File: src/rtl/fir_coeff_pkg.sv
// Shared constants and state encoding for the FIR coefficient loader.
package fir_coeff_pkg;

  localparam int COEFF_W = 16;
  localparam int ADDR_W  = 4;
  localparam int NUM_W   = 6;

  localparam int NUM_TAPS_DEF   = 33;
  localparam int BANK_DEPTH_DEF = 10;
  localparam int IDLE_NUM_DEF   = 42;

  localparam logic [2:0] IDLE      = 3'd0;
  localparam logic [2:0] FILL      = 3'd1;
  localparam logic [2:0] WAIT_SLOT = 3'd2;
  localparam logic [2:0] SETUP     = 3'd3;
  localparam logic [2:0] WRITE     = 3'd4;
  localparam logic [2:0] DONE      = 3'd5;

endpackage

File: src/rtl/fir_coeff_loader_if.sv
// Host-side coefficient stream: valid/ready handshake plus buffer clear.
interface fir_coeff_loader_if;
  import fir_coeff_pkg::*;

  logic                      iCoeffValid;
  logic signed [COEFF_W-1:0] iCoeffData;
  logic                      oCoeffReady;
  logic                      iClear;

  modport master (output iCoeffValid, output iCoeffData, output iClear, input oCoeffReady);
  modport slave  (input iCoeffValid, input iCoeffData, input iClear, output oCoeffReady);

endinterface

File: src/rtl/fir_coeff_buf.sv
// Coefficient staging register file: one write port, one asynchronous read port.
module fir_coeff_buf
  import fir_coeff_pkg::*;
#(
  parameter int NUM_TAPS = NUM_TAPS_DEF
) (
  input  logic                      clk,
  input  logic                      wr_en,
  input  logic [NUM_W-1:0]          wr_idx,
  input  logic signed [COEFF_W-1:0] wr_data,
  input  logic [NUM_W-1:0]          rd_idx,
  output logic signed [COEFF_W-1:0] rd_data
);

  logic signed [COEFF_W-1:0] mem_q [NUM_TAPS];

  always_ff @(posedge clk) begin
    if (wr_en && (wr_idx < NUM_W'(NUM_TAPS))) begin
      mem_q[wr_idx] <= wr_data;
    end
  end

  assign rd_data = (rd_idx < NUM_W'(NUM_TAPS)) ? mem_q[rd_idx] : '0;

endmodule

File: src/rtl/fir_coeff_loader.sv
// Collects NUM_TAPS host coefficients, then writes them to the FIR coefficient
// RAM as one burst aligned to the next sample-enable slot.
module fir_coeff_loader
  import fir_coeff_pkg::*;
#(
  parameter int NUM_TAPS   = NUM_TAPS_DEF,
  parameter int BANK_DEPTH = BANK_DEPTH_DEF,
  parameter int IDLE_NUM   = IDLE_NUM_DEF
) (
  input  logic                      iClk_12M,
  input  logic                      iRst,
  input  logic                      iEnSample_300k,
  fir_coeff_loader_if.slave         host,
  output logic                      oCoeffiUpdateFlag,
  output logic                      oCsnRam,
  output logic                      oWrnRam,
  output logic [ADDR_W-1:0]         oAddrRam,
  output logic signed [COEFF_W-1:0] oWrDtRam,
  output logic [NUM_W-1:0]          oNumOfCoeff,
  output logic                      oBusy,
  output logic                      oDone
);

  logic [2:0]                state_q, state_d;
  logic [NUM_W-1:0]          count_q, count_d;
  logic                      ready_q, ready_d;
  logic                      flag_q, flag_d;
  logic                      csn_q, csn_d;
  logic                      wrn_q, wrn_d;
  logic [ADDR_W-1:0]         addr_q, addr_d;
  logic signed [COEFF_W-1:0] wrdt_q, wrdt_d;
  logic [NUM_W-1:0]          num_q, num_d;
  logic                      busy_q, busy_d;
  logic                      done_q, done_d;

  logic                      beat, clear, last_beat, last_write, in_burst_d;
  logic [NUM_W-1:0]          next_tap;
  logic signed [COEFF_W-1:0] rd_data;

  // ready_q is only high in IDLE/FILL, so a beat implies the fill phase
  assign beat       = host.iCoeffValid & ready_q;
  assign clear      = host.iClear & ((state_q == IDLE) || (state_q == FILL));
  assign last_beat  = beat && (count_q == NUM_W'(NUM_TAPS - 1));
  assign last_write = (num_q == NUM_W'(NUM_TAPS - 1));
  assign next_tap   = (state_q == SETUP) ? '0 : num_q + NUM_W'(1);

  fir_coeff_buf #(.NUM_TAPS(NUM_TAPS)) u_buf (
    .clk     (iClk_12M),
    .wr_en   (beat & ~clear),
    .wr_idx  (count_q),
    .wr_data (host.iCoeffData),
    .rd_idx  (next_tap),
    .rd_data (rd_data)
  );

  always_ff @(posedge iClk_12M or posedge iRst) begin
    if (iRst) begin
      state_q <= IDLE;
      count_q <= '0;
      ready_q <= 1'b0;
      flag_q  <= 1'b0;
      csn_q   <= 1'b1;
      wrn_q   <= 1'b1;
      addr_q  <= '0;
      wrdt_q  <= '0;
      num_q   <= '0;
      busy_q  <= 1'b0;
      done_q  <= 1'b0;
    end else begin
      state_q <= state_d;
      count_q <= count_d;
      ready_q <= ready_d;
      flag_q  <= flag_d;
      csn_q   <= csn_d;
      wrn_q   <= wrn_d;
      addr_q  <= addr_d;
      wrdt_q  <= wrdt_d;
      num_q   <= num_d;
      busy_q  <= busy_d;
      done_q  <= done_d;
    end
  end

  always_comb begin
    state_d = state_q;
    count_d = count_q;
    case (state_q)
      IDLE, FILL: begin
        if (clear) begin
          state_d = IDLE;
          count_d = '0;
        end else if (beat) begin
          count_d = count_q + NUM_W'(1);
          state_d = last_beat ? WAIT_SLOT : FILL;
        end
      end
      WAIT_SLOT: if (iEnSample_300k) state_d = SETUP;
      SETUP:     state_d = WRITE;
      WRITE:     if (last_write) state_d = DONE;
      DONE: begin
        state_d = IDLE;
        count_d = '0;
      end
      default: begin
        state_d = IDLE;
        count_d = '0;
      end
    endcase
  end

  // Outputs are decoded from the next state so they line up with state_q
  always_comb begin
    in_burst_d = (state_d == SETUP) || (state_d == WRITE);
    flag_d     = in_burst_d;
    csn_d      = ~in_burst_d;
    wrn_d      = ~in_burst_d;
    busy_d     = (state_d == WAIT_SLOT) || in_burst_d;
    done_d     = (state_d == DONE);
    ready_d    = (state_d == IDLE) || (state_d == FILL);
    addr_d     = addr_q;
    wrdt_d     = wrdt_q;
    num_d      = NUM_W'(IDLE_NUM);
    case (state_d)
      SETUP: begin
        num_d  = '0;
        addr_d = '0;
      end
      WRITE: begin
        num_d  = next_tap;
        wrdt_d = rd_data;
        if ((state_q == SETUP) || (addr_q == ADDR_W'(BANK_DEPTH))) addr_d = ADDR_W'(1);
        else addr_d = addr_q + ADDR_W'(1);
      end
      default: ;
    endcase
  end

  assign host.oCoeffReady = ready_q;
  assign oCoeffiUpdateFlag = flag_q;
  assign oCsnRam           = csn_q;
  assign oWrnRam           = wrn_q;
  assign oAddrRam          = addr_q;
  assign oWrDtRam          = wrdt_q;
  assign oNumOfCoeff       = num_q;
  assign oBusy             = busy_q;
  assign oDone             = done_q;

endmodule

File: src/flat_wrapper.sv
// flat-port wrapper written by rule: the top's interface ports become plain ports
module fir_coeff_loader_flat import fir_coeff_pkg::*;
#(
  parameter int NUM_TAPS   = NUM_TAPS_DEF,
  parameter int BANK_DEPTH = BANK_DEPTH_DEF,
  parameter int IDLE_NUM   = IDLE_NUM_DEF
)
  (iClk_12M, iRst, iEnSample_300k, oCoeffiUpdateFlag, oCsnRam, oWrnRam, oAddrRam, oWrDtRam, oNumOfCoeff, oBusy, oDone, host_iCoeffValid, host_iCoeffData, host_iClear, host_oCoeffReady);
  fir_coeff_loader_if host_i ();
  input  logic iClk_12M;
  input  logic iRst;
  input  logic iEnSample_300k;
  output logic oCoeffiUpdateFlag;
  output logic oCsnRam;
  output logic oWrnRam;
  output logic [ADDR_W-1:0] oAddrRam;
  output logic signed [COEFF_W-1:0] oWrDtRam;
  output logic [NUM_W-1:0] oNumOfCoeff;
  output logic oBusy;
  output logic oDone;
  input wire logic [$bits(host_i.iCoeffValid)-1:0] host_iCoeffValid;
  input wire logic [$bits(host_i.iCoeffData)-1:0] host_iCoeffData;
  input wire logic [$bits(host_i.iClear)-1:0] host_iClear;
  output wire logic [$bits(host_i.oCoeffReady)-1:0] host_oCoeffReady;
  assign host_i.iCoeffValid = host_iCoeffValid;
  assign host_i.iCoeffData = host_iCoeffData;
  assign host_i.iClear = host_iClear;
  assign host_oCoeffReady = host_i.oCoeffReady;
  fir_coeff_loader #(.NUM_TAPS(NUM_TAPS), .BANK_DEPTH(BANK_DEPTH), .IDLE_NUM(IDLE_NUM)) u_core (.iClk_12M(iClk_12M), .iRst(iRst), .iEnSample_300k(iEnSample_300k), .host(host_i), .oCoeffiUpdateFlag(oCoeffiUpdateFlag), .oCsnRam(oCsnRam), .oWrnRam(oWrnRam), .oAddrRam(oAddrRam), .oWrDtRam(oWrDtRam), .oNumOfCoeff(oNumOfCoeff), .oBusy(oBusy), .oDone(oDone));
endmodule
File: config.mk
export PLATFORM = sky130hd
export DESIGN_NAME = fir_coeff_loader_flat
export DESIGN_NICKNAME = d
export VERILOG_FILES = /design/src/rtl/fir_coeff_pkg.sv /design/src/rtl/fir_coeff_loader_if.sv /design/src/rtl/fir_coeff_buf.sv /design/src/rtl/fir_coeff_loader.sv /design/src/flat_wrapper.sv
export SDC_FILE = /design/constraint.sdc
export NUM_CORES = 1
export LEC_CHECK = 0
export CAP_MARGIN = 0
export CORE_MARGIN = 2
export CORE_UTILIZATION = 30
export DETAILED_ROUTE_END_ITERATION = 6
export PLACE_DENSITY_LB_ADDON = 0.1
export SYNTH_ARGS = -nofsm -noshare
export SYNTH_HDL_FRONTEND = slang
export SYNTH_HIERARCHICAL = 1
export SYNTH_SLANG_ARGS = --single-unit
File: constraint.sdc
create_clock -name iClk_12M -period 8.4 [get_ports iClk_12M]
set_input_delay 1.26 -clock iClk_12M [delete_from_list [all_inputs] [get_ports iClk_12M]]
set_output_delay 1.26 -clock iClk_12M [all_outputs]
set_load 0.005 [all_outputs]
**Yosys cells after proc, flatten, opt, wreduce, memory -nomap -nowiden**

Memory sizes are Yosys's and may differ from the RTL's.
Cells that the tools add are included.

- Register bits after elaboration: 40
- Latch bits: 0
- Bits in writable memories: 528
- ROM bits: 0
- Input bits: 21
- Output and inout bits: 32
- Word-level logic and storage cells: 64
- Memories kept: 1

Memories:

| memory | words | bits a word | read ports | clocked after memory_dff | write ports | RTL line | source |
|---|---|---|---|---|---|---|---|
| u_core.u_buf.mem_q | 33 | 16 | 1 | 0 | 1 | fir_coeff_buf.sv:15 | `logic signed [COEFF_W-1:0] mem_q [NUM_TAPS];` |

- $add $sub $neg: 3
- Multipliers: 0
- Div/mod/pow operators: 0
- Magnitude comparators: 2
- Equal/unequal tests: 13
- Shift operators: 0
- Muxes and demuxes: 16
- Bitwise gates (word level): 6
- Reduce and logical (&&, ||, !) cells: 13

Operator list:

| operator | number |
|---|---|
| $pmux 6 s2 | 2 |
| $mux 6 | 3 |
| $mux 16 | 1 |
| $add 6x1->6 const B | 2 |
| $eq 3x2->1 const B | 4 |
| $eq 6x6->1 const B | 2 |
| $lt 6x6->1 const B | 2 |
| $mux 3 | 4 |
| $pmux 3 s4 | 1 |
| $eq 3x3->1 const B | 3 |
| $pmux 4 s2 | 1 |
| $eq 3x1->1 const B | 2 |
| $logic_not 3->1 | 2 |
| $logic_or 1x1->1 | 5 |
| $add 4x1->4 const B | 1 |
| $eq 4x4->1 const B | 1 |
| $mux 4 | 1 |
| $and 1x1->1 | 3 |
| $ne 3x1->1 const B | 1 |
| $not 1->1 | 3 |
| $reduce_or 3->1 | 1 |
| $logic_and 1x1->1 | 2 |
| $mux 1 | 2 |
| $mux 2 | 1 |
| other kinds (3) | 3 |

**Depth between registers and ports, before layout**

- Word-level depth: 9
- Mapped depth: 13
- Gate-level depth less buffers: 9

**By module**

The synthesis kept the hierarchy.

Modules (own cells, without submodules):

| module | instances | cells each | area an instance (um2) | seq. area each (um2) |
|---|---|---|---|---|
| fir_coeff_buf | 1 | 980 | 20,410.8 | 15,855.2 |
| fir_coeff_loader | 1 | 168 | 1,959.4 | 1,002.2 |

**Worst setup path before layout**

OpenSTA, ideal clock, no wires.

- Path kind: input port to flip-flop
- Start: input host_iClear
- End: memory u_core.u_buf.mem_q[16][0], enable pin
- Library setup time: 413 ps
- Arrival time: 3,298 ps
- Required time: 7,987 ps
- Setup slack: 4,689 ps
- Stages: 5
- Buffers on the path: 0
- Cell sequence: nor3b_1 nor2_1 nor3b_1 nand2_1 nor3b_1

- Word-level cells in the longest chain between the ends: 6

RTL lines:

| item | RTL line | source |
|---|---|---|
| from (decl) | flat_wrapper.sv:23 | `input wire logic [$bits(host_i.iClear)-1:0] host_iClear;` |
| $and 1x1->1 | fir_coeff_loader.sv:42 | `assign clear = host.iClear & ((state_q == IDLE) \|\| (state_q == FILL));` |
| $not 1->1 | fir_coeff_loader.sv:49 | `.wr_en (beat & ~clear),` |
| $and 1x1->1 | fir_coeff_loader.sv:49 |  |
| $logic_and 1x1->1 | fir_coeff_buf.sv:18 | `if (wr_en && (wr_idx < NUM_W'(NUM_TAPS))) begin` |
| $mux 1 | fir_coeff_buf.sv:18 |  |
| $mux 1 (implied by the code) | fir_coeff_buf.sv:19 | `mem_q[wr_idx] <= wr_data;` |
| to (decl) | fir_coeff_buf.sv:15 |  |

No other way between the ends.

**Worst setup path after layout**

- Start: register u_core.state_q[2]
- End: register u_core.wrdt_q[10] (netlist: u_core/oWrDtRam[10])

- Elaborated cells on any way between the ends: 18
- Those cells by class: order compare: 1; eq/ne: 5; mux: 7; bitwise: 1; reduce/logical: 3; memory: 1

RTL lines:

| item | RTL line | source |
|---|---|---|
| from (decl) | fir_coeff_loader.sv:24 | `logic [2:0] state_q, state_d;` |
| from (signal assigned) | fir_coeff_loader.sv:70 | `state_q <= state_d;` |
| $eq 3x2->1 * | fir_coeff_loader.sv:45 | `assign next_tap = (state_q == SETUP) ? '0 : num_q + NUM_W'(1);` |
| $mux 6 * | fir_coeff_loader.sv:45 |  |
| named net u_core.next_tap[0] | fir_coeff_loader.sv:37 | `logic [NUM_W-1:0] next_tap;` |
| $mem_v2 33x16 / $lt 6x6->1 (equally long branches) | -- |  |
| $mux 16 * | fir_coeff_buf.sv:23 | `assign rd_data = (rd_idx < NUM_W'(NUM_TAPS)) ? mem_q[rd_idx] : '0;` |
| named net u_core.rd_data[10] | fir_coeff_loader.sv:38 | `logic signed [COEFF_W-1:0] rd_data;` |
| to (signal assigned) | fir_coeff_loader.sv:77 | `wrdt_q <= wrdt_d;` |
| to (decl) | fir_coeff_loader.sv:31 | `logic signed [COEFF_W-1:0] wrdt_q, wrdt_d;` |

Mark *: on every way through the listed nets, which the timed path passes. The rest lies on a longest branch.
A chain may end at the register's enable or synchronous reset.

==> out/results.ini <==
[yosys]
ys_seq_area_share_pct=75.36
ys_warn_count=6
syn-cell-area_um2=22370
avgSynthCellArea_um2=19.49
synth_top_cell_by_area=edfxtp_1
ys.flop_type=edfxtp_1
synth_edf_count=528
async_flop_share_pct=7.042
synth_nets=1175
synthDistinctLibCells=68
synth_top_area_share_pct=70.88
synth_cells=1148
synthTopCellsByArea=edfxtp_1 71%, mux4_2 8.4%, dfrtp_1 4.4%
ys_seq_elements=568

[placed_design]
gp_congestion=0.7451
port_buffers=52
placed_cells=2166
hpwl_mm=34.97
dp_slack_ns=3.528
placed_cell_area_um2=24330

[clock_tree]
clockBufferDepth=3
ctsResizeCount=0
post_cts_buffers=0
cts_tree=yes
h-tree-depth=2
cts_buffers=61
cts_num_sinks=568
clock_latency_ns=0.63
cts_root_buf=clkbuf_16
clkTransAtPathRegs_ns=0.06
hold_buffers=0

[critical_path]
rrSetupSlack_ns=3.62
cp.required_ns=8.89
end_kind=register
cpPeakStageDelay_ns=0.97
path_cells=and3b_1 -> nor2_4 -> buf_4 -> mux4_2 -> mux2_2 -> a2111oi_0 -> a21oi_1 -> mux2_1
critPathKind=register to register
cp-start-kind=register
crit_path_top_delay_cell=nor2_4
arrival_ns=5.27
critPathMaxFanout=29

[floorplanning]
initial_core_util_pct=30.20
dieHeight_um=277.1
die_area_um2=76770
die_x_um=277.1
io_pins=53
fp-row-count=100
core_um2=74070

[detailed_routing]
post_drt_wl_per_cell_um=26.94
routed_via_density=5.007
drcViolationCount=0
ant_nets=0
firstDrtPassIters=5
via_count=11390
wirelength_mm=61.27
drtIter0Drc=898

[global_routing]
grt_pass1_wl_mm=87.49
grt_pass1_vias=11710
use_met2_pct=25.94
overflow=0
grt_usage_pct=15.89
grt.met1_usage_pct=22.24
antenna_found_initial=3
grt_busiest_layer=met2
met3_usage_pct=2.303
grt_max_degree=74

[run]
max_cap_violations=0

[power]
pwr-share-seq_pct=53.1
p_leak_nw=8.917
p_int_mw=4.690
switching_share_pct=19.85
vdd_drop_max_mv=0.1364
p_per_area_nw_per_um2=222.6
p_total_mw=5.852
p_sw_mw=1.162
p_comb_share_pct=1.5
p_clk_share_pct=45.4

[timing]
drv_slew=0
clock.fmax_mhz=209.2
hold_ws_ns=0.5220
finalClockSkew_ns=0.02739
post-route-period-util_pct=56.91
hold_violations=0
rsz0062_at_grt=no
layout_min_cycle_time_ns=4.781
tns_ns=0
timing.final.ws_setup_ns=3.619
tightestPinTransition_ns=1.243
setup_viol=0
slew_headroom_pct=16.88

[finish]
utilization_pct=35.50
layout_common_cells=528 x edfxtp_1, 83 x mux4_2, 65 x mux2i_1, 62 x clkbuf_16, 62 x buf_4
final_area_um2=26290
antennaDiodeCount=0
syn_to_final_growth_pct=17.53
fin_cells=2274
layout_commonest_cell=edfxtp_1
drive_above_1_share_pct=25.59
nets=1287

[run_status]
status=finished, final reports clean

[min_path]
hp-class=register to register

-- cell usage after synthesis, types with 2 or more instances --
cell	number
nor2b_1	5
buf_2	13
nand2_1	48
o211ai_1	2
or3_1	6
or2_2	2
a22oi_1	12
inv_1	9
a31o_2	11
dfrtp_1	39
a221oi_1	22
nor3_1	8
mux2_2	38
nand3_1	10
ha_1	6
and2_1	3
a21oi_1	15
o21a_1	3
nor2_1	44
clkbuf_1	34
a2111oi_0	13
o221ai_1	6
mux2_1	7
a32o_1	2
mux4_1	2
mux2i_1	65
or3b_2	4
mux2_4	9
a22o_1	5
nand3b_1	2
buf_1	2
nor3b_1	6
buf_6	5
o22ai_1	26
and3_1	4
buf_4	11
o31ai_1	2
mux4_2	83
and3b_1	2
xnor2_1	2
o21ai_0	6
edfxtp_1	528
-- routing by layer --
metal  routed length (µm)  up-vias
met4                 1293        0
met2                29220      289
met3                 2762       73
met5                    0        -
li1                     -     4927
met1                28000     6098
-- cells by family (layout without fill, tap and decap cells) --
kind of cell | Yosys count | count (layout) | share of synthesized area [%]
adder cells (fa/ha/maj) | 6 | 6 | 0.3356
XOR/XNOR | 3 | 3 | 0.1175
AO/OA/AOI/OAI | 137 | 137 | 4.670
AND/OR/NAND/NOR | 153 | 153 | 3.373
multiplexers | 204 | 204 | 14.37
flip-flops | 568 | 568 | 75.36
buffers and inverters | 77 | 234 | 1.779
-- worst max-delay path, delay by kind of cell (launching register included) --
kind / cells / cell delay (ns)
multiplexers: 3 / 1.23
AND/OR/NAND/NOR: 2 / 1.38
AO/OA/AOI/OAI: 2 / 0.81
flip-flops: 1 / 0.57
buffers and inverters: 1 / 0.59
-- cell type report --
class | count | area [µm²]
fillers | 6935 | 47780
flip-flops and latches | 568 | 16860
multi-input cells | 503 | 5214
clock buffers | 76 | 1624
well taps | 969 | 1212
repair buffers | 115 | 1006
clock inverters | 32 | 335.3
inverters | 11 | 43.79
-- state kept, by name, summed over array words and instances, names as in the netlist --
signal / cells
u_core/oNumOfCoeff: 6
u_core/oAddrRam: 4
u_core/oCoeffiUpdateFlag: 1
u_core/host.oCoeffReady: 1
u_core/oBusy: 1
u_core/count_q: 6
u_core/oWrnRam: 1
u_core/state_q: 3
u_core/u_buf/mem_q: 528
u_core/oWrDtRam: 16
u_core/oDone: 1
-- power by group through the flow --
stage / clock network, mW / logic (mW) / registers [mW]
finish: 2.66 / 0.0868 / 3.11
global route: 2.83 / 0.0956 / 3.11
CTS: 2.74 / 0.0897 / 3.11
detailed placement: 0 / 0.0895 / 3.16
global placement: 0 / 0.0876 / 3.16
floorplan: 0 / 0.0154 / 3.16
-- path summary, 6_finish.rpt --
kind | from | end | cells past startpoint
worst max-delay path | u_core/state_q[2] | u_core/oWrDtRam[10] | 8
worst min-delay path | u_core/oWrDtRam[10] | u_core/oWrDtRam[10] | 1
worst max register to register | u_core/state_q[2] | u_core/oWrDtRam[10] | 8
worst min register to register | u_core/oWrDtRam[10] | u_core/oWrDtRam[10] | 1
max in group asynchronous | iRst | u_core/oWrDtRam[13] | 3
min in group asynchronous | iRst | u_core/state_q[0] | 3
Note: power is estimated with default switching activity, not from simulation.
